**src/rtl/uart_tx_arbiter_if.sv**
```systemverilog
// Requester byte streams, transmitter start/data/done and grant status for uart_tx_arbiter.
// The master modport is the arbiter's view; the slave modport is the clients' and transmitter's view.
interface uart_tx_arbiter_if #(
  parameter int NUM_REQ = 4
);
  logic [NUM_REQ-1:0]   req_valid;
  logic [8*NUM_REQ-1:0] req_data;
  logic [NUM_REQ-1:0]   req_last;
  logic [NUM_REQ-1:0]   req_ready;
  logic                 tx_start;
  logic [7:0]           tx_data;
  logic                 tx_done;
  logic                 grant_valid;
  logic [2:0]           grant_id;
  logic                 busy;
  logic                 timeout_err;

  modport master (
    input  req_valid, req_data, req_last, tx_done,
    output req_ready, tx_start, tx_data, grant_valid, grant_id, busy, timeout_err
  );

  modport slave (
    output req_valid, req_data, req_last, tx_done,
    input  req_ready, tx_start, tx_data, grant_valid, grant_id, busy, timeout_err
  );
endinterface

```
**src/rtl/uart_tx_arbiter.sv**
```systemverilog
// Round-robin share of one UART transmitter across NUM_REQ byte streams; a grant lasts up to BURST_MAX bytes or a last byte.
// Latency: valid->tx_start 2 cycles, tx_done->grant release 1 cycle; a requester waits until its byte pulses req_ready.
// UART_ARB_TIMEOUT_EN adds a tx_done watchdog that sets a sticky timeout_err and releases the grant.
module uart_tx_arbiter #(
  parameter int NUM_REQ        = 4,
  parameter int BURST_MAX      = 16,
  parameter int TIMEOUT_CYCLES = 4096
) (
  input logic               clk,
  input logic               rst,
  uart_tx_arbiter_if.master bus
);
  localparam int         IW       = $clog2(NUM_REQ);
  localparam logic [3:0] NREQ4    = 4'(NUM_REQ);
  localparam logic [2:0] LAST_ID  = 3'(NUM_REQ - 1);
  localparam logic [7:0] LAST_CNT = 8'(BURST_MAX - 1);

  if (NUM_REQ < 2 || NUM_REQ > 8) begin : g_bad_num_req
    $error("uart_tx_arbiter: NUM_REQ must be 2..8");
  end
  if (BURST_MAX < 1 || BURST_MAX > 255) begin : g_bad_burst
    $error("uart_tx_arbiter: BURST_MAX must be 1..255");
  end
  if (TIMEOUT_CYCLES < 1 || TIMEOUT_CYCLES > 65535) begin : g_bad_timeout
    $error("uart_tx_arbiter: TIMEOUT_CYCLES must fit the 16-bit watchdog");
  end

  typedef enum logic [1:0] {ARB, SEND, WAIT} state_t;

  state_t             state_q, state_d;
  logic [2:0]         rr_ptr_q, rr_ptr_d;
  logic [2:0]         grant_id_q, grant_id_d;
  logic               grant_valid_q, grant_valid_d;
  logic [7:0]         byte_cnt_q, byte_cnt_d;
  logic               last_flag_q, last_flag_d;
  logic               tx_start_q, tx_start_d;
  logic [7:0]         tx_data_q, tx_data_d;
  logic [NUM_REQ-1:0] req_ready_q, req_ready_d;

  logic [7:0]    req_byte [NUM_REQ];
  logic [IW-1:0] owner;
  logic [2:0]    next_ptr;
  logic [3:0]    scan;
  logic [2:0]    arb_pick;
  logic          arb_hit;
  logic          rel_grant;

  for (genvar g = 0; g < NUM_REQ; g++) begin : g_byte
    assign req_byte[g] = bus.req_data[8*g +: 8];
  end

  assign owner    = grant_id_q[IW-1:0];
  assign next_ptr = (grant_id_q == LAST_ID) ? 3'd0 : grant_id_q + 3'd1;

  // First valid requester at or after rr_ptr, wrapping modulo NUM_REQ.
  always_comb begin
    arb_hit  = 1'b0;
    arb_pick = rr_ptr_q;
    scan     = '0;
    for (int i = 0; i < NUM_REQ; i++) begin
      scan = {1'b0, rr_ptr_q} + 4'(i);
      if (scan >= NREQ4) scan = scan - NREQ4;
      if (!arb_hit && bus.req_valid[scan[IW-1:0]]) begin
        arb_hit  = 1'b1;
        arb_pick = scan[2:0];
      end
    end
  end

`ifdef UART_ARB_TIMEOUT_EN
  localparam logic [15:0] TO_LAST = 16'(TIMEOUT_CYCLES - 1);
  logic [15:0] wdog_q, wdog_d;
  logic        timeout_err_q, timeout_err_d;
`endif

  always_comb begin
    state_d       = state_q;
    rr_ptr_d      = rr_ptr_q;
    grant_id_d    = grant_id_q;
    grant_valid_d = grant_valid_q;
    byte_cnt_d    = byte_cnt_q;
    last_flag_d   = last_flag_q;
    tx_start_d    = 1'b0;
    tx_data_d     = tx_data_q;
    req_ready_d   = '0;
    rel_grant     = 1'b0;
`ifdef UART_ARB_TIMEOUT_EN
    wdog_d        = wdog_q;
    timeout_err_d = timeout_err_q;
`endif
    case (state_q)
      ARB: begin
        if (arb_hit) begin
          grant_id_d    = arb_pick;
          grant_valid_d = 1'b1;
          byte_cnt_d    = 8'd0;
          state_d       = SEND;
        end
      end
      SEND: begin
        if (bus.req_valid[owner]) begin
          tx_start_d         = 1'b1;
          req_ready_d[owner] = 1'b1;
          tx_data_d          = req_byte[owner];
          last_flag_d        = bus.req_last[owner] || (byte_cnt_q == LAST_CNT);
          byte_cnt_d         = byte_cnt_q + 8'd1;
          state_d            = WAIT;
`ifdef UART_ARB_TIMEOUT_EN
          wdog_d             = 16'd0;
`endif
        end else begin
          rel_grant = 1'b1;
        end
      end
      WAIT: begin
        // tx_done wins over a watchdog expiry in the same cycle.
        if (bus.tx_done) begin
          if (last_flag_q) rel_grant = 1'b1;
          else             state_d   = SEND;
        end
`ifdef UART_ARB_TIMEOUT_EN
        else if (wdog_q == TO_LAST) begin
          timeout_err_d = 1'b1;
          rel_grant     = 1'b1;
        end else begin
          wdog_d = wdog_q + 16'd1;
        end
`endif
      end
      default: state_d = ARB;
    endcase
    if (rel_grant) begin
      grant_valid_d = 1'b0;
      rr_ptr_d      = next_ptr;
      state_d       = ARB;
    end
  end

  always_ff @(posedge clk) begin
    if (rst) begin
      state_q       <= ARB;
      rr_ptr_q      <= 3'd0;
      grant_id_q    <= 3'd0;
      grant_valid_q <= 1'b0;
      byte_cnt_q    <= 8'd0;
      last_flag_q   <= 1'b0;
      tx_start_q    <= 1'b0;
      tx_data_q     <= 8'd0;
      req_ready_q   <= '0;
    end else begin
      state_q       <= state_d;
      rr_ptr_q      <= rr_ptr_d;
      grant_id_q    <= grant_id_d;
      grant_valid_q <= grant_valid_d;
      byte_cnt_q    <= byte_cnt_d;
      last_flag_q   <= last_flag_d;
      tx_start_q    <= tx_start_d;
      tx_data_q     <= tx_data_d;
      req_ready_q   <= req_ready_d;
    end
  end

`ifdef UART_ARB_TIMEOUT_EN
  always_ff @(posedge clk) begin
    if (rst) begin
      wdog_q        <= 16'd0;
      timeout_err_q <= 1'b0;
    end else begin
      wdog_q        <= wdog_d;
      timeout_err_q <= timeout_err_d;
    end
  end
  assign bus.timeout_err = timeout_err_q;
`else
  assign bus.timeout_err = 1'b0;
`endif

  assign bus.req_ready   = req_ready_q;
  assign bus.tx_start    = tx_start_q;
  assign bus.tx_data     = tx_data_q;
  assign bus.grant_valid = grant_valid_q;
  assign bus.grant_id    = grant_id_q;
  assign bus.busy        = (state_q != ARB);
endmodule

```
**src/flat_wrapper.sv**
```systemverilog
// flat-port wrapper written by rule: the top's interface ports become plain ports
module uart_tx_arbiter_flat 
#(
  parameter int NUM_REQ        = 4,
  parameter int BURST_MAX      = 16,
  parameter int TIMEOUT_CYCLES = 4096
)
  (clk, rst, bus_req_valid, bus_req_data, bus_req_last, bus_tx_done, bus_req_ready, bus_tx_start, bus_tx_data, bus_grant_valid, bus_grant_id, bus_busy, bus_timeout_err);
  uart_tx_arbiter_if #(.NUM_REQ(NUM_REQ)) bus_i ();
  input logic clk;
  input logic rst;
  input wire logic [$bits(bus_i.req_valid)-1:0] bus_req_valid;
  input wire logic [$bits(bus_i.req_data)-1:0] bus_req_data;
  input wire logic [$bits(bus_i.req_last)-1:0] bus_req_last;
  input wire logic [$bits(bus_i.tx_done)-1:0] bus_tx_done;
  output wire logic [$bits(bus_i.req_ready)-1:0] bus_req_ready;
  output wire logic [$bits(bus_i.tx_start)-1:0] bus_tx_start;
  output wire logic [$bits(bus_i.tx_data)-1:0] bus_tx_data;
  output wire logic [$bits(bus_i.grant_valid)-1:0] bus_grant_valid;
  output wire logic [$bits(bus_i.grant_id)-1:0] bus_grant_id;
  output wire logic [$bits(bus_i.busy)-1:0] bus_busy;
  output wire logic [$bits(bus_i.timeout_err)-1:0] bus_timeout_err;
  assign bus_i.req_valid = bus_req_valid;
  assign bus_i.req_data = bus_req_data;
  assign bus_i.req_last = bus_req_last;
  assign bus_i.tx_done = bus_tx_done;
  assign bus_req_ready = bus_i.req_ready;
  assign bus_tx_start = bus_i.tx_start;
  assign bus_tx_data = bus_i.tx_data;
  assign bus_grant_valid = bus_i.grant_valid;
  assign bus_grant_id = bus_i.grant_id;
  assign bus_busy = bus_i.busy;
  assign bus_timeout_err = bus_i.timeout_err;
  uart_tx_arbiter #(.NUM_REQ(NUM_REQ), .BURST_MAX(BURST_MAX), .TIMEOUT_CYCLES(TIMEOUT_CYCLES)) u_core (.clk(clk), .rst(rst), .bus(bus_i));
endmodule
```
**config.mk**
```make
export PLATFORM = sky130hd
export DESIGN_NAME = uart_tx_arbiter_flat
export DESIGN_NICKNAME = d
export VERILOG_FILES = /design/src/rtl/uart_tx_arbiter_if.sv /design/src/rtl/uart_tx_arbiter.sv /design/src/flat_wrapper.sv
export SDC_FILE = /design/constraint.sdc
export NUM_CORES = 1
export LEC_CHECK = 0
export CAP_MARGIN = 10
export CELL_PAD_IN_SITES_DETAIL_PLACEMENT = 0
export CELL_PAD_IN_SITES_GLOBAL_PLACEMENT = 2
export CORE_ASPECT_RATIO = 0.5
export CORE_UTILIZATION = 28
export DETAILED_ROUTE_END_ITERATION = 6
export GPL_ROUTABILITY_DRIVEN = 1
export PLACE_DENSITY_LB_ADDON = 0.25
export SLEW_MARGIN = 20
export SYNTH_ARGS = -nofsm -noshare
export SYNTH_HDL_FRONTEND = slang
export SYNTH_SLANG_ARGS = --single-unit
```
**constraint.sdc**
```tcl
create_clock -name clk -period 2.4 [get_ports clk]
set_input_delay 0.24 -clock clk [delete_from_list [all_inputs] [get_ports clk]]
set_output_delay 0.24 -clock clk [all_outputs]
set_load 0.01 [all_outputs]
```
# Word-level counts from Yosys, hierarchy flattened
# Cells that the tools add are included.
[classes]
n_addsub = 9
magnitude_cmp = 11
bitwise = 3
reduce_logical = 18
muxes = 43
eq_ne = 8
[ops]
columns = ["cell", "count"]
rows = [
  ["two-way mux 8 bit", 4],
  ["two-way mux 3 bit", 9],
  ["binary-select mux 8 bit (select 2 bit)", 1],
  ["one-hot mux 8 bit (2 select lines)", 1],
  ["less-than comparator 2 x 3 -> 1 bit, second input constant", 5],
  ["two-way mux 1 bit", 15],
  ["binary-select mux 1 bit (select 2 bit)", 6],
  [">= comparator 4 x 3 -> 1 bit, second input constant", 3],
  ["subtractor 3 bit, second input constant", 4],
  ["adder 3 x 2 -> 4 bit, second input constant", 2],
  ["adder 8 x 1 -> 8 bit, second input constant", 1],
  ["equality test 8 x 4 -> 1 bit, second input constant", 1],
  ["two-way mux 2 bit", 4],
  [">= comparator 3 bit, second input constant", 2],
  ["one-hot mux 2 bit (3 select lines)", 1],
  ["adder 3 x 1 -> 4 bit, second input constant", 1],
  ["logical AND 1 bit", 4],
  ["!= test 2 x 1 -> 1 bit, second input constant", 2],
  ["!= test 2 bit, second input constant", 2],
  ["AND reduction 2 bit", 2],
  ["AND reduction 4 bit", 1],
  ["nonzero test 2 bit", 2],
  ["OR reduction 2 bit", 2],
  ["adder 3 x 1 -> 3 bit, second input constant", 1],
  ["13 further kinds", 16],
]
[word_totals]
elab_cells = 101
regBits = 31
in_bits = 43
out_inout_bits = 19

# Longest topological paths before layout
# Gate-level depths: netlist of the first run.
[logic_depth]
word_depth = 16
mapped_depth = 9
ltp_nobuf = 7

# Worst setup path after synthesis of the first run
# Ideal clock, no wire load.
[synth_path]
kind = "reg-to-reg"
start = "reg u_core.rr_ptr_q[0]"
end = "reg u_core.grant_id_q[0] (netlist: u_core.bus.grant_id[0])"
required_ps = 2256
slack_ps = 314
path_stages_with_launch = 10
t_arrival_ps = 1942
n_path_buf = 2
cell_sequence = "dfxtp_1 > clkbuf_1 > inv_1 > ha_1 > buf_2 > mux2i_1 > o311ai_0 > o41ai_1 > o21ai_0 > o221ai_1"
[synth_between]
elab_chain_len = 15
elab_cells_between_ends = 38
classes_between = "7 x add/sub; 4 x order compare; 20 x mux; 7 x reduce/logical"
[synth_rtl]
columns = ["item", "line_no", "text"]
rows = [
  ["start, declared", "uart_tx_arbiter.sv:31", "logic [2:0] rr_ptr_q, rr_ptr_d;"],
  ["start signal, assigned", "uart_tx_arbiter.sv:152", "rr_ptr_q <= rr_ptr_d;"],
  ["branches (longest 15 deep; another with adder 3 x 1 -> 4 bit)", "--", ""],
  ["end signal, assigned", "uart_tx_arbiter.sv:153", "grant_id_q <= grant_id_d;"],
  ["end, declared", "uart_tx_arbiter.sv:32", "logic [2:0] grant_id_q, grant_id_d;"],
]
# Parallel ways; which one is timed is not known. The select of a mux whose other input is x is not followed.
# A chain may end at the register's enable or synchronous reset.

# Worst setup path in the final report of the first run
# Ends and elaborated chain as after synthesis.

==> results of run 1 <==
==> layer usage <==
metal | wire length [microns] | vias up | track usage [%]
li1 | - | 910 | -
met1 | 2576 | 846 | 18.98
met2 | 2236 | 33 | 21.79
met3 | 211 | 4 | 3.193
met4 | 21 | 0 | 4.181
met5 | 0 | - | 0
==> state kept, by name (all words and copies together), names as in the netlist <==
name / flops
u_core.rr_ptr_q: 3
u_core.byte_cnt_q: 8
u_core.last_flag_q: 1
u_core.bus.tx_start: 1
u_core.bus.grant_id: 3
u_core.state_q: 2
u_core.bus.grant_valid: 1
u_core.bus.req_ready: 4
u_core.bus.tx_data: 8
==> power by group through the flow <==
stage                     registers (mW)  clock network [mW]  logic (mW)
after floorplan                    0.703                   0       0.807
after global placement             0.698                   0        1.23
after detailed placement           0.700                   0        1.23
after CTS                          0.691               0.665        1.23
after global routing               0.704               0.696        1.33
final                              0.689               0.642        1.21
==> cells in the mapped netlist (all sizes together) (3+ instances only) <==
master	instances	share of area, %
clkbuf	6	1.7
buf	11	4.0
mux2i	16	7.9
xor2	4	1.7
a21oi	10	2.5
dfxtp	31	31
nor3	4	0.99
inv	13	2.4
nor2	29	5.4
nand3	8	2.0
o21ai	6	2.0
a211oi	3	1.1
and3	9	2.8
ha	11	6.8
nand2	10	1.9
o41ai	3	2.2
nor4	4	1.2
mux4	9	10
==> logic make-up after synthesis <==
logic type / Yosys count / share of synthesized area (%)
simple gates: 74 / 17.53
compound gates: 39 / 16.42
flops: 31 / 30.73
buf+inv: 30 / 8.054
mux: 26 / 18.52
fa+ha+maj: 11 / 6.815
xor+xnor: 4 / 1.735
other cells: 1 / 0.1857
==> tightest hold or removal path, stage by stage (launching register included) <==
cell and delay (ns):
dfxtp_1 0.30, inv_1 0.05, a21oi_1 0.05
==> path summary, 6_finish.rpt <==
path / from / end / slack [ns] / cells past startpoint
worst max-delay path: u_core.rr_ptr_q[0] / u_core.bus.grant_id[0] / 0.37 / 7
worst min-delay path: u_core.bus.grant_valid / u_core.bus.grant_valid / 0.44 / 2
worst max register to register: u_core.rr_ptr_q[0] / u_core.bus.grant_id[0] / 0.37 / 7
worst min register to register: u_core.bus.grant_valid / u_core.bus.grant_valid / 0.44 / 2
==> area by class of cell <==
| class | instances | share of cell area [%] |
|---|---|---|
| clock buffer | 8 | 5.430 |
| timing repair buffer | 72 | 24.41 |
| multi-input combinational | 155 | 42.92 |
| inverter | 13 | 1.694 |
| tap | 92 | 3.997 |
| sequential | 31 | 21.55 |
==> metrics.txt, run 1 <==
# TYPE chip_impl_metric gauge
chip_impl_metric{name="design.final.nets",unit=""} 332
chip_impl_metric{name="clk_pin_slew",unit="ns"} 0.05
chip_impl_metric{name="power_per_cell_area",unit="mW/mm^2"} 883.2
chip_impl_metric{name="flow.area_growth_from_synthesis",unit="%"} 42.63
chip_impl_info{name="setup_repair_after_global_routing_missed_its_margin",value="no"} 1
chip_impl_metric{name="detail_route.vias_per_cell",unit=""} 4.833
chip_impl_metric{name="seqPwrFrac",unit="%"} 27.1
chip_impl_metric{name="fin_area",unit="sq mm"} 0.002880
chip_impl_metric{name="final-seq-area",unit="sq um"} 620.6
chip_impl_metric{name="grt_start_max_net_pins",unit=""} 19
chip_impl_metric{name="dp_hpwl",unit="mm"} 3.899
chip_impl_metric{name="cts_htree_levels",unit=""} 2
chip_impl_metric{name="timing.critical_path.arrival",unit="ns"} 2.22
chip_impl_info{name="critical_path_cell_list",value="inv_1 > ha_1 > mux2i_1 > nor3_1 > nor3_1 > o311ai_0 > o221ai_1"} 1
chip_impl_metric{name="final_cells",unit=""} 371
chip_impl_metric{name="insertion_delay",unit="ns"} 0.27
chip_impl_metric{name="area_of_the_placeable_core",unit="sq mm"} 0.006832
chip_impl_metric{name="setup_ws",unit="ns"} 0.3704
chip_impl_metric{name="pins_over_their_slew_limit",unit=""} 0
chip_impl_metric{name="post-route-min-period",unit="ns"} 2.030
chip_impl_metric{name="sw_frac_of_total",unit="%"} 34.37
chip_impl_metric{name="worst_slew_margin_rel",unit="%"} 67.82
chip_impl_metric{name="crit_path_max_incr_delay",unit="ns"} 0.48
chip_impl_metric{name="cap_viol_max_count",unit=""} 0
chip_impl_metric{name="final_layout_size_suffix_gt1_share",unit="%"} 12.54
chip_impl_metric{name="route.antenna.remaining_nets",unit=""} 0
chip_impl_info{name="cpMostUsedCell",value="nor3_1"} 1
chip_impl_metric{name="ys_ff_latch",unit=""} 31
chip_impl_metric{name="multi_input_gate_area",unit="sq mm"} 0.001236
chip_impl_metric{name="io_buffer_count",unit=""} 60
chip_impl_metric{name="fill_cells",unit=""} 688
chip_impl_metric{name="initial_core_utilization",unit="%"} 29.56
chip_impl_metric{name="postSynthAreaPerCell",unit="sq um"} 9.349
chip_impl_info{name="cts.root.buffer_cell",value="clkbuf_16"} 1
chip_impl_metric{name="clkSinkCount",unit=""} 31
chip_impl_info{name="layout.cells.most_common",value="clkdlybuf4s50_1"} 1
chip_impl_metric{name="hold_viol",unit=""} 0
chip_impl_info{name="final_cell_mix",value="clkdlybuf4s50_1 (60), dfxtp_1 (31), nor2_1 (29)"} 1
chip_impl_metric{name="worstMarginPinSlew",unit="ns"} 0.4693
chip_impl_info{name="outcome",value="completed"} 1
chip_impl_metric{name="cts-buffers-inserted",unit=""} 5
chip_impl_metric{name="grt-ovfl-total",unit=""} 0
chip_impl_metric{name="placementRows",unit=""} 21
chip_impl_metric{name="design.die.area",unit="sq mm"} 0.007576
chip_impl_info{name="tritoncts",value="built"} 1
chip_impl_metric{name="timing.fmax",unit="MHz"} 492.7
chip_impl_metric{name="synth-edff-count",unit=""} 0
chip_impl_metric{name="gpl_wtd_cong",unit=""} 0.7898
chip_impl_metric{name="grt_use_total",unit="%"} 13.79
chip_impl_metric{name="critical_path_buf_inv_count",unit=""} 1
chip_impl_metric{name="wirelength_per_cell",unit="microns"} 13.60
chip_impl_metric{name="io-pin-count",unit=""} 62
chip_impl_metric{name="ir_drop",unit="V"} 0.0003182
chip_impl_metric{name="postSynth.asyncResetShare",unit="%"} 0
chip_impl_metric{name="switching_power",unit="uW"} 874.4
chip_impl_metric{name="ctsLongestPathBuffers",unit=""} 2
chip_impl_info{name="start_kind",value="flop"} 1
chip_impl_metric{name="n_antenna_cell",unit=""} 0
chip_impl_metric{name="number_of_antenna_violations_at_the_first_check_in_global_routing",unit=""} 0
chip_impl_metric{name="synth.cell_area",unit="sq mm"} 0.002019
chip_impl_metric{name="finalSetupViolCount",unit=""} 0
chip_impl_metric{name="number_of_global_route_vias_before_repair",unit=""} 1646
chip_impl_metric{name="fin_clk_skew",unit="ns"} 0.001887
chip_impl_metric{name="post_cts_resize_count",unit=""} 0
chip_impl_metric{name="pre_cts_ws",unit="ns"} 0.1584
chip_impl_metric{name="static_leakage_power",unit="nW"} 1.109
chip_impl_info{name="path_delay_family",value="adder cells"} 1
chip_impl_metric{name="cp_max_fo",unit=""} 7
chip_impl_metric{name="pwr-share-clk",unit="%"} 25.2
chip_impl_metric{name="floorplan.die.height",unit="microns"} 62.05
chip_impl_metric{name="finalCritPeriodShare",unit="%"} 84.56
chip_impl_metric{name="grt_first_pass_wirelength",unit="mm"} 7.969
chip_impl_metric{name="finalCoreUtilization",unit="%"} 42.16
chip_impl_metric{name="synth_nets",unit=""} 270
chip_impl_metric{name="cp.required",unit="ns"} 2.59
chip_impl_metric{name="cts_hold_buf",unit=""} 0
chip_impl_info{name="dominantRegCellSynth",value="dfxtp_1"} 1
chip_impl_metric{name="remaining_drc_errors",unit=""} 0
chip_impl_metric{name="power.share.combinational",unit="%"} 47.7
chip_impl_info{name="critical-path-slowest-cell",value="ha_1"} 1
chip_impl_metric{name="yosys_warnings",unit=""} 0
chip_impl_info{name="worstHoldPathType",value="reg2reg"} 1
chip_impl_metric{name="holdWs",unit="ns"} 0.4448
chip_impl_metric{name="post_dp_cell_area",unit="sq mm"} 0.002724
chip_impl_metric{name="cts_post_setup_buffers_inserted",unit=""} 0
chip_impl_metric{name="setup-tns-final",unit="ns"} 0
chip_impl_metric{name="detail_route.wirelength",unit="mm"} 5.046
chip_impl_metric{name="totalPowerFinal",unit="mW"} 2.544
chip_impl_metric{name="postSynthCellCount",unit=""} 216
chip_impl_info{name="timing.critical_path.to_type",value="flop"} 1
chip_impl_metric{name="placedCellCount",unit=""} 363
chip_impl_metric{name="die_w",unit="microns"} 122.1
chip_impl_info{name="timing_worst_setup_path_type",value="reg2reg"} 1
chip_impl_metric{name="p_int",unit="mW"} 1.669
chip_impl_metric{name="ys_types",unit=""} 49
chip_impl_metric{name="sequential_element_share_of_the_synthesized_area",unit="%"} 30.73
chip_impl_metric{name="routed_vias",unit=""} 1793
chip_impl_metric{name="firstDrtPassIters",unit=""} 4
chip_impl_metric{name="drc_violation_total_after_the_first_tritonroute_iteration",unit=""} 71
Power figures use the tool's default switching activity.
==> run 2, diff against run 1 <==
==> constraint.sdc (replaced) <==
create_clock -name clk -period 2.05 [get_ports clk]
set_input_delay 0.205 -clock clk [delete_from_list [all_inputs] [get_ports clk]]
set_output_delay 0.205 -clock clk [all_outputs]
set_load 0.01 [all_outputs]
==> run 2 against run 1 <==
  * Setup slack worse by 0.30 ns
  * Clock skew hardly changed
  * First-iteration DRC count is 11% higher
  * Utilization is 2.1 points higher
  * Non-clock buffer count is 12 higher
  * Die area stayed put
  * Register-to-register slack worse by 0.15 ns
  * Flip-flop and latch count stayed put
  * Global-route usage is 0.54 points higher
  * Final area is 5.0% higher
  * Cell count is 3.2% higher
  * Critical path type is now reg2out
  * Largest cell class unchanged
  * Largest power group unchanged
  * Highest routed layer unchanged
==> metrics.txt, run 2 (synthesis gave the netlist of run 1 again) <==
# TYPE chip_impl_metric gauge
chip_impl_info{name="hold_path_startpoint",value="u_core.bus.grant_valid"} 1
chip_impl_info{name="critical-path-slowest-cell",value="clkdlybuf4s50_1"} 1
chip_impl_metric{name="ir_drop",unit="V"} 0.0004315
chip_impl_metric{name="area_of_the_placeable_core",unit="sq mm"} 0.006832
chip_impl_metric{name="worst_slew_margin_rel",unit="%"} 61.42
chip_impl_metric{name="sw_frac_of_total",unit="%"} 33.66
chip_impl_metric{name="grt_use_total",unit="%"} 14.33
chip_impl_metric{name="initial_core_utilization",unit="%"} 29.56
chip_impl_metric{name="critical_path_depth",unit=""} 5
chip_impl_info{name="start_kind",value="flop"} 1
chip_impl_metric{name="placedCellCount",unit=""} 375
chip_impl_metric{name="clk_pin_slew",unit="ns"} 0.05
chip_impl_metric{name="power.share.combinational",unit="%"} 48.6
chip_impl_metric{name="detail_route.wirelength",unit="mm"} 5.173
chip_impl_info{name="cts.root.buffer_cell",value="clkbuf_16"} 1
chip_impl_metric{name="flow.area_growth_from_synthesis",unit="%"} 49.69
chip_impl_info{name="cpMostUsedCell",value="inv_1"} 1
chip_impl_metric{name="dp_hpwl",unit="mm"} 3.997
chip_impl_metric{name="route.antenna.remaining_nets",unit=""} 0
chip_impl_metric{name="placementRows",unit=""} 21
chip_impl_metric{name="finalCritPeriodShare",unit="%"} 96.47
chip_impl_metric{name="firstDrtPassIters",unit=""} 4
chip_impl_metric{name="io-pin-count",unit=""} 62
chip_impl_metric{name="fin_area",unit="sq mm"} 0.003023
chip_impl_metric{name="clkSinkCount",unit=""} 31
chip_impl_metric{name="die_w",unit="microns"} 122.1
chip_impl_metric{name="hold_viol",unit=""} 0
chip_impl_metric{name="insertion_delay",unit="ns"} 0.27
chip_impl_metric{name="setup-tns-final",unit="ns"} 0
chip_impl_info{name="tritoncts",value="built"} 1
chip_impl_metric{name="grt_first_pass_wirelength",unit="mm"} 8.300
chip_impl_info{name="path_delay_family",value="buffers and inverters"} 1
chip_impl_metric{name="seqPwrFrac",unit="%"} 24.4
chip_impl_info{name="critical_path_cell_list",value="inv_1 > ha_1 > buf_4 > inv_1 > clkdlybuf4s50_1"} 1
chip_impl_metric{name="detail_route.vias_per_cell",unit=""} 4.809
chip_impl_metric{name="static_leakage_power",unit="nW"} 1.185
chip_impl_metric{name="cts_htree_levels",unit=""} 2
chip_impl_info{name="worst_r2r_startpoint",value="u_core.state_q[1]"} 1
chip_impl_metric{name="switching_power",unit="mW"} 1.077
chip_impl_metric{name="floorplan.die.height",unit="microns"} 62.05
chip_impl_metric{name="power_per_cell_area",unit="mW/mm^2"} 1059
chip_impl_metric{name="number_of_antenna_violations_at_the_first_check_in_global_routing",unit=""} 0
chip_impl_metric{name="n_antenna_cell",unit=""} 0
chip_impl_info{name="setup_repair_after_global_routing_missed_its_margin",value="no"} 1
chip_impl_metric{name="remaining_drc_errors",unit=""} 0
chip_impl_info{name="layout.cells.most_common",value="clkdlybuf4s50_1"} 1
chip_impl_metric{name="wirelength_per_cell",unit="microns"} 13.51
chip_impl_metric{name="fin_clk_skew",unit="ns"} 0.001957
chip_impl_metric{name="design.die.area",unit="sq mm"} 0.007576
chip_impl_metric{name="design.final.nets",unit=""} 344
chip_impl_metric{name="crit_path_max_incr_delay",unit="ns"} 0.54
chip_impl_metric{name="drc_violation_total_after_the_first_tritonroute_iteration",unit=""} 79
chip_impl_metric{name="finalSetupViolCount",unit=""} 0
chip_impl_metric{name="io_buffer_count",unit=""} 60
chip_impl_info{name="worstHoldPathType",value="reg2reg"} 1
chip_impl_metric{name="cap_viol_max_count",unit=""} 0
chip_impl_info{name="timing.critical_path.to_type",value="output pin"} 1
chip_impl_metric{name="critical_path_buf_inv_count",unit=""} 4
chip_impl_metric{name="cts-buffers-inserted",unit=""} 5
chip_impl_metric{name="routed_vias",unit=""} 1842
chip_impl_metric{name="hold_depth",unit=""} 2
chip_impl_metric{name="cp_max_fo",unit=""} 5
chip_impl_metric{name="post_dp_cell_area",unit="sq mm"} 0.002814
chip_impl_metric{name="cts_post_setup_buffers_inserted",unit=""} 0
chip_impl_metric{name="ctsLongestPathBuffers",unit=""} 2
chip_impl_info{name="r2r_end",value="u_core.state_q[0]"} 1
chip_impl_info{name="timing_worst_setup_path_type",value="reg2out"} 1
chip_impl_metric{name="final_layout_size_suffix_gt1_share",unit="%"} 18.56
chip_impl_metric{name="cts_hold_buf",unit=""} 0
chip_impl_info{name="final_cell_mix",value="clkdlybuf4s50_1 (60), dfxtp_1 (30), nor2_1 (29)"} 1
chip_impl_metric{name="grt_start_max_net_pins",unit=""} 19
chip_impl_metric{name="timing.critical_path.arrival",unit="ns"} 1.77
chip_impl_metric{name="worstMarginPinSlew",unit="ns"} 0.5626
chip_impl_metric{name="number_of_global_route_vias_before_repair",unit=""} 1679
chip_impl_metric{name="gpl_wtd_cong",unit=""} 0.7796
chip_impl_metric{name="worstRegToRegCells",unit=""} 7
chip_impl_metric{name="setup.reg_to_reg.worst_slack",unit="ns"} 0.22
chip_impl_info{name="outcome",value="completed"} 1
chip_impl_metric{name="grt-ovfl-total",unit=""} 0
chip_impl_metric{name="final_cells",unit=""} 383
chip_impl_metric{name="pins_over_their_slew_limit",unit=""} 0
chip_impl_metric{name="cp.required",unit="ns"} 1.85
chip_impl_metric{name="pwr-share-clk",unit="%"} 27.1
chip_impl_info{name="worstHoldEndpoint",value="u_core.bus.grant_valid"} 1
chip_impl_metric{name="finalCoreUtilization",unit="%"} 44.25
chip_impl_metric{name="timing.fmax",unit="MHz"} 505.6
chip_impl_metric{name="post-route-min-period",unit="ns"} 1.978
chip_impl_metric{name="p_int",unit="mW"} 2.123
-- run 2: layout make-up --
type	instances	area [sq um]
clock buffers	6	138.9
clock inverters	2	35.03
fillers	670	3809
inverters	13	48.80
multi-input cells	155	1270
flip-flops and latches	31	621.8
well taps	92	115.1
repair buffers	84	793.3
-- run 2: per-layer routing --
layer	GRT usage [%]	vias up	part of all wire (%)
li1	-	929	-
met1	19.26	859	49
met2	22.68	46	43
met3	3.741	8	6.0
met4	4.878	0	1.2
met5	0	-	0
-- run 2: worst max path at each step --
stage                                   to  slack [ns]               start
floorplan           u_core.bus.grant_id[0]        0.07  u_core.rr_ptr_q[0]
global placement      u_core.byte_cnt_q[5]        0.03    bus_req_valid[0]
detailed placement    u_core.byte_cnt_q[5]       -0.04    bus_req_valid[2]
CTS                               bus_busy        0.04   u_core.state_q[0]
global route                      bus_busy        0.02   u_core.state_q[1]
finish                            bus_busy        0.07   u_core.state_q[1]
-- run 2: timing repair --
action,4_1_cts,5_1_grt
resized for setup,0,8
endpoints found under the hold margin,0,0
endpoints found under the setup margin,0,4
-- run 2: stage by stage --
stage,total power [mW],hold WS [ns],setup WS [ns]
floorplan,1.769,0.4224,0.07248
global placement,2.319,0.4349,0.02890
detailed placement,2.321,0.4485,-0.04314
CTS,3.200,0.4547,0.04153
global route,3.406,0.4726,0.01573
finish,3.200,0.4507,0.07230
-- run 2: power by group through the flow --
stage                     combinational [mW]  clock, mW  sequential [mW]
after global placement                  1.53          0            0.784
after global routing                    1.70      0.913            0.794
after CTS                               1.54      0.882            0.777
after detailed placement                1.53          0            0.790
after floorplan                        0.945          0            0.823
final                                   1.55      0.866            0.779
-- run 2: tightest hold or removal path, stage by stage (launching register included) --
cell,delay [ns]
dfxtp_1,0.31
inv_1,0.05
a21oi_1,0.05
==> run 3, diff against run 2 <==
--- a/config.mk
+++ b/config.mk
@@ -10,9 +10,10 @@
 export CELL_PAD_IN_SITES_GLOBAL_PLACEMENT = 2
 export CORE_ASPECT_RATIO = 0.5
 export CORE_UTILIZATION = 28
+export CTS_CLUSTER_SIZE = 10
 export DETAILED_ROUTE_END_ITERATION = 6
 export GPL_ROUTABILITY_DRIVEN = 1
-export PLACE_DENSITY_LB_ADDON = 0.25
+export PLACE_DENSITY_LB_ADDON = 0.1
 export SLEW_MARGIN = 20
 export SYNTH_ARGS = -nofsm -noshare
 export SYNTH_HDL_FRONTEND = slang
==> run 3 against run 2 <==
  * Clock power down 20%
  * Highest routed layer unchanged
  * Total power down 6.0%
  * Final area down 2.2%
  * First-iteration DRC count down 18%
  * Sequential share of layout area up 0.51 points
  * Via count up 0.16%
  * Register-to-register slack worse by 0.08 ns
  * Clock skew about the same
  * Worst hold slack better by 0.0040 ns
  * Utilization down 0.99 points
  * Count of clock-buffer cells in the layout up 1
  * Routed wire length up 5.7%
==> metrics.txt, run 3 (synthesis gave the netlist of run 1 again) <==
# TYPE chip_impl_metric gauge
chip_impl_metric{name="cts-buffers-inserted",unit=""} 5
chip_impl_metric{name="flow.area_growth_from_synthesis",unit="%"} 46.34
chip_impl_metric{name="cap_viol_max_count",unit=""} 0
chip_impl_metric{name="area_of_the_placeable_core",unit="sq mm"} 0.006832
chip_impl_metric{name="timing.critical_path.arrival",unit="ns"} 1.77
chip_impl_metric{name="fin_clk_skew",unit="ns"} 0.001488
chip_impl_metric{name="detail_route.wirelength",unit="mm"} 5.469
chip_impl_metric{name="setup.reg_to_reg.worst_slack",unit="ns"} 0.14
chip_impl_metric{name="gr-usage-met2",unit="%"} 24.86
chip_impl_metric{name="placedCellCount",unit=""} 375
chip_impl_info{name="outcome",value="completed"} 1
chip_impl_metric{name="number_of_global_route_vias_before_repair",unit=""} 1722
chip_impl_metric{name="finalCritPeriodShare",unit="%"} 96.22
chip_impl_metric{name="number_of_antenna_violations_at_the_first_check_in_global_routing",unit=""} 0
chip_impl_info{name="cts.root.buffer_cell",value="clkbuf_16"} 1
chip_impl_metric{name="cp.required",unit="ns"} 1.85
chip_impl_metric{name="remaining_drc_errors",unit=""} 0
chip_impl_info{name="worst_r2r_startpoint",value="u_core.rr_ptr_q[0]"} 1
chip_impl_info{name="timing_worst_setup_path_type",value="reg2out"} 1
chip_impl_metric{name="routed_vias",unit=""} 1845
chip_impl_metric{name="worst_slew_margin_rel",unit="%"} 68.19
chip_impl_metric{name="n_antenna_cell",unit=""} 0
chip_impl_metric{name="post-route-min-period",unit="ns"} 1.972
chip_impl_metric{name="io-pin-count",unit=""} 62
chip_impl_metric{name="grt_use_met3",unit="%"} 3.923
chip_impl_metric{name="post_dp_cell_area",unit="sq mm"} 0.002801
chip_impl_metric{name="worstRegToRegCells",unit=""} 8
chip_impl_metric{name="wirelength_per_cell",unit="microns"} 14.28
chip_impl_metric{name="final_layout_size_suffix_gt1_share",unit="%"} 17.87
chip_impl_metric{name="cp_max_fo",unit=""} 5
chip_impl_metric{name="fin_area",unit="sq mm"} 0.002955
chip_impl_metric{name="firstDrtPassIters",unit=""} 4
chip_impl_metric{name="post_cts_resize_count",unit=""} 0
chip_impl_metric{name="dp_hpwl",unit="mm"} 4.160
chip_impl_metric{name="design.die.area",unit="sq mm"} 0.007576
chip_impl_metric{name="io_buffer_count",unit=""} 60
chip_impl_metric{name="pins_over_their_slew_limit",unit=""} 0
chip_impl_metric{name="power_per_cell_area",unit="mW/mm^2"} 1017
chip_impl_info{name="grt-busiest-layer",value="met2"} 1
chip_impl_metric{name="clk_pin_slew",unit="ns"} 0.05
chip_impl_metric{name="grt_start_max_net_pins",unit=""} 18
chip_impl_metric{name="met1_demand_to_capacity_share_in_global_routing",unit="%"} 19.33
chip_impl_metric{name="ir_drop",unit="V"} 0.0003628
chip_impl_metric{name="grt_use_total",unit="%"} 14.74
chip_impl_info{name="start_kind",value="flop"} 1
chip_impl_info{name="hold_path_startpoint",value="u_core.bus.grant_valid"} 1
chip_impl_metric{name="gpl_wtd_cong",unit=""} 0.7608
chip_impl_info{name="setup_repair_after_global_routing_missed_its_margin",value="yes"} 1
chip_impl_metric{name="route.antenna.remaining_nets",unit=""} 0
chip_impl_metric{name="drc_violation_total_after_the_first_tritonroute_iteration",unit=""} 65
chip_impl_metric{name="design.final.nets",unit=""} 344
chip_impl_metric{name="detail_route.vias_per_cell",unit=""} 4.817
chip_impl_metric{name="grt_first_pass_wirelength",unit="mm"} 8.473
chip_impl_info{name="worstHoldPathType",value="reg2reg"} 1
chip_impl_metric{name="fill_cells",unit=""} 675
chip_impl_metric{name="cts_post_setup_buffers_inserted",unit=""} 0
chip_impl_metric{name="timing.fmax",unit="MHz"} 507.0
chip_impl_metric{name="insertion_delay",unit="ns"} 0.27
chip_impl_info{name="worstHoldEndpoint",value="u_core.bus.grant_valid"} 1
chip_impl_info{name="layout.cells.most_common",value="clkdlybuf4s50_1"} 1
chip_impl_metric{name="worstMarginPinSlew",unit="ns"} 0.4638
chip_impl_metric{name="hold_viol",unit=""} 0
chip_impl_metric{name="finalCoreUtilization",unit="%"} 43.26
chip_impl_metric{name="cts_htree_levels",unit=""} 2
chip_impl_metric{name="cts_hold_buf",unit=""} 0
chip_impl_metric{name="placementRows",unit=""} 21
chip_impl_metric{name="initial_core_utilization",unit="%"} 29.56
chip_impl_metric{name="die_w",unit="microns"} 122.1
chip_impl_info{name="r2r_end",value="u_core.bus.grant_id[0]"} 1
chip_impl_metric{name="clkSinkCount",unit=""} 31
chip_impl_metric{name="setup-tns-final",unit="ns"} 0
chip_impl_metric{name="static_leakage_power",unit="nW"} 1.162
chip_impl_info{name="tritoncts",value="built"} 1
chip_impl_metric{name="final_cells",unit=""} 383
chip_impl_metric{name="ctsLongestPathBuffers",unit=""} 2
chip_impl_metric{name="hold_depth",unit=""} 2
chip_impl_metric{name="floorplan.die.height",unit="microns"} 62.05
chip_impl_info{name="timing.critical_path.to_type",value="output pin"} 1
chip_impl_metric{name="grt-ovfl-total",unit=""} 0
chip_impl_info{name="final_cell_mix",value="clkdlybuf4s50_1 (60), nor2_1 (29), dfxtp_1 (29)"} 1
chip_impl_metric{name="finalSetupViolCount",unit=""} 0
-- run 3: power breakdown --
group	internal, mW	switching, mW	total (mW)
clock network	0.448	0.242	0.689
registers	0.714	0.0744	0.788
logic	0.784	0.746	1.53
total	1.94	1.06	3.01
-- run 3: routing by layer --
layer / wire, microns / up-vias
met5: 0 / -
met4: 47 / 0
met3: 310 / 4
met2: 2410 / 44
met1: 2701 / 869
li1: - / 928
-- run 3: worst max-delay path: stages, from the launching register on --
cell             delay [ns]
dfxtp_2                0.36
inv_1                  0.07
ha_1                   0.26
buf_4                  0.19
inv_1                  0.08
clkdlybuf4s50_1        0.54
-- run 3: worst max-delay path by stage --
stage | from | endpoint | slack [ns]
CTS | u_core.state_q[0] | bus_busy | 0.03
global placement | bus_req_valid[0] | u_core.byte_cnt_q[5] | -0.03
global route | u_core.rr_ptr_q[0] | u_core.bus.grant_id[0] | -0.004
finish | u_core.state_q[0] | bus_busy | 0.08
detailed placement | bus_req_valid[0] | u_core.state_q[0] | -0.07
floorplan | u_core.rr_ptr_q[0] | u_core.bus.grant_id[0] | 0.07
-- run 3: cell type report --
cell class / count / area, sq um / share of cell area [%]
repair buffers: 84 / 780.7 / 26.42
multi-input cells: 155 / 1250 / 42.29
clock inverters: 1 / 5.005 / 0.1693
well taps: 92 / 115.1 / 3.895
clock buffers: 7 / 132.6 / 4.488
flip-flops and latches: 31 / 623.1 / 21.08
inverters: 13 / 48.80 / 1.651
-- run 3: metrics by stage --
stage	total power, mW	hold WS, ns	setup WS [ns]
detailed placement	2.327	0.4553	-0.06877
floorplan	1.769	0.4224	0.07248
CTS	3.045	0.4632	0.03124
global placement	2.316	0.4317	-0.02756
global route	3.237	0.4900	-0.004095
finish	3.007	0.4547	0.07756
==> variant: new RTL, config.mk and constraints of run 3 <==
One comparison of `byte_cnt_q` changes from == to >=.
--- a/src/rtl/uart_tx_arbiter.sv
+++ b/src/rtl/uart_tx_arbiter.sv
@@ -102,7 +102,7 @@
           tx_start_d         = 1'b1;
           req_ready_d[owner] = 1'b1;
           tx_data_d          = req_byte[owner];
-          last_flag_d        = bus.req_last[owner] || (byte_cnt_q == LAST_CNT);
+          last_flag_d        = bus.req_last[owner] || (byte_cnt_q >= LAST_CNT);
           byte_cnt_d         = byte_cnt_q + 8'd1;
           state_d            = WAIT;
 `ifdef UART_ARB_TIMEOUT_EN
Check against the original RTL: no difference found for any inputs over 10 cycles, from zero or initial values and one cycle with rst high; that may be too few to reach the edited logic, so the function may still have changed.
==> variant against run 3 <==
- routed wire length fell by 1.4%
- highest routed layer unchanged
- fmax rose by 0.68%
- cell area fell by 0.85%
- critical path type unchanged
- setup slack improved by 0.013 ns
- area after synthesis fell by 6.6%
- final cell count fell by 1.0%
- sequential cell count did not move
- total power fell by 8.3%
- register-to-register slack got worse by 0.04 ns
- sequential share of layout area rose by 0.22 points
==> variant: results (changes against run 3) <==
status=completed (unchanged); Period Utilization, post-route=95.56% (was 96.22%); FF-to-FF Start=u_core.rr_ptr_q[1] (was u_core.rr_ptr_q[0]); All-Layer GR Usage=16.57% (was 14.74%); CTS root buf=clkbuf_16 (unchanged); Multi-Input Combinational=150 (was 155); clk slew on worst S/H paths=0.05 ns (about the same); Mapped Nets=261 (was 270); Flop pwr share=27.6% (was 26.2%); initial detailed-routing violation count=125 (was 65); HP Start=u_core.bus.tx_data[2] (was u_core.bus.grant_valid); routed length per instance=14.23 µm (was 14.28 µm); sequential-to-total area share from yosys stat=32.91% (was 30.73%); most instantiated cells after synthesis=dfxtp_1, nand2_1, a21oi_1, nor2_1, mux4_2 (was dfxtp_1, nor2_1, mux2i_1, inv_1, ha_1); Avg Inst Size Synth=9.109 µm² (was 9.349 µm²); initial antenna violation count=0 (unchanged); hpwl dp=4346 µm (was 4160 µm); highest metal used=met4 (unchanged); Fillers=613 (was 675); register-to-register setup slack=0.10 ns (was 0.14 ns); Lkg Pwr=1.141 nW (was 1.162 nW); vias per cell=4.821 (was 4.817); crit path max fanout=4 (was 5); largest net degree at the start of global routing=15 (was 18); metal2 WL=2230 µm (was 2410 µm); Worst Reg-to-Reg Cells=7 (was 8); Clk network pwr share=26.2% (was 22.9%); Peak supply drop=0.3687 mV (was 0.3628 mV); I/O Buffers=60 (unchanged); FF/Latch Area=624.3 µm² (was 623.1 µm²); seq_cells=31 (unchanged); top area cells in the synthesized netlist=dfxtp_1, mux4_2, ha_1 (was dfxtp_1, mux4_2, mux2i_1); Setup Skew=0.006303 ns (was 0.001488 ns); first-pass GRT wire length=8742 µm (was 8473 µm); unique cell type count in the Yosys netlist=41 (was 49); FF-to-FF End=u_core.bus.grant_id[2] (was u_core.bus.grant_id[0]); switching share of power=33.56% (was 35.32%); Post-DP Area=2776 µm² (was 2801 µm²); clk_lat worst skew=0.27 ns (about the same); setup slack at placement=-0.1432 ns (was -0.06877 ns); met1 wire length=2770 µm (was 2701 µm); CTS Buf Count=5 (unchanged); Final nets=345 (was 344); Non-clk bufs=92 (was 84); Critical Path AT=1.75 ns (was 1.77 ns); multi-input combinational area share=39.92% (was 42.29%); number of global-route vias before repair=1706 (was 1722); WHS Endpoint=u_core.bus.tx_data[2] (was u_core.bus.grant_valid); Pre-Repair DR Iteration Count=4 (unchanged); buffer share of cell area=28.69% (was 26.42%); gp weighted congestion=0.8655 (was 0.7608); fraction of area in clock buffers and inverters=4.910% (was 4.657%); Non-CTS inverters=11 (was 13); yosys warns=0 (unchanged); layout cells sized above 1=21.31% (was 17.87%); CTS H-tree depth=2 (unchanged); Slew HR=50.41% (was 68.19%); clock buffer count=6 (was 7); met3 routed WL=342 µm (was 310 µm)
## variant: cell types whose count changed in the layout (fill, tap and decap cells not counted), moves of 3 or more
cell | before | now
nand2_1 | 10 | 23
and3_1 | 9 | 5
nor2_1 | 29 | 15
mux4_2 | 9 | 12
a21oi_1 | 10 | 16
nor3_1 | 3 | 7
a211oi_1 | 3 | 0
mux2i_1 | 14 | 0
buf_4 | 24 | 32
nand2b_1 | 2 | 5
## variant: cell families after synthesis
| family | synth area share, % |
|---|---|
| buffers and inverters | 6.237 |
| muxes | 14.33 |
| and+or+nand+nor | 21.10 |
| adders and majority gates | 7.299 |
| xor gates and xnor gates | 2.322 |
| AOI/OAI and AO/OA | 15.59 |
| DFF | 32.91 |
| other | 0.1989 |
## variant: timing repair
action,CTS,global route
gates resized for setup,0,4
hold endpoints to repair,0,0
setup endpoints to repair,0,3
hold buffers,0,0
## variant: critical path, cell delays in order, from the launching register on
cell and delay (ns):
dfxtp_2 0.36, inv_1 0.07, ha_1 0.26, buf_4 0.18, inv_1 0.07, clkdlybuf4s50_1 0.54
## variant: per-stage QoR
step           total power [W]  instances  TNS, ns  util [%]  hold WS [ns]
2_1_floorplan         0.001487        207        0         -        0.4685
3_3_place_gp          0.002031        372  -0.5200     44.20        0.4424
3_5_place_dp          0.002044        372  -0.8578     44.20        0.4495
4_1_cts               0.002778        379        0     46.49        0.4537
5_1_grt               0.002944        379        0     46.65        0.4725
6_report              0.002756        379        0     46.65        0.4512
## variant: per-layer routing
layer / global-route usage (%) / up-vias
li1: - / 908
met1: 23.04 / 862
met2: 24.87 / 53
met3: 5.153 / 4
met4: 4.396 / 0
met5: 0 / -
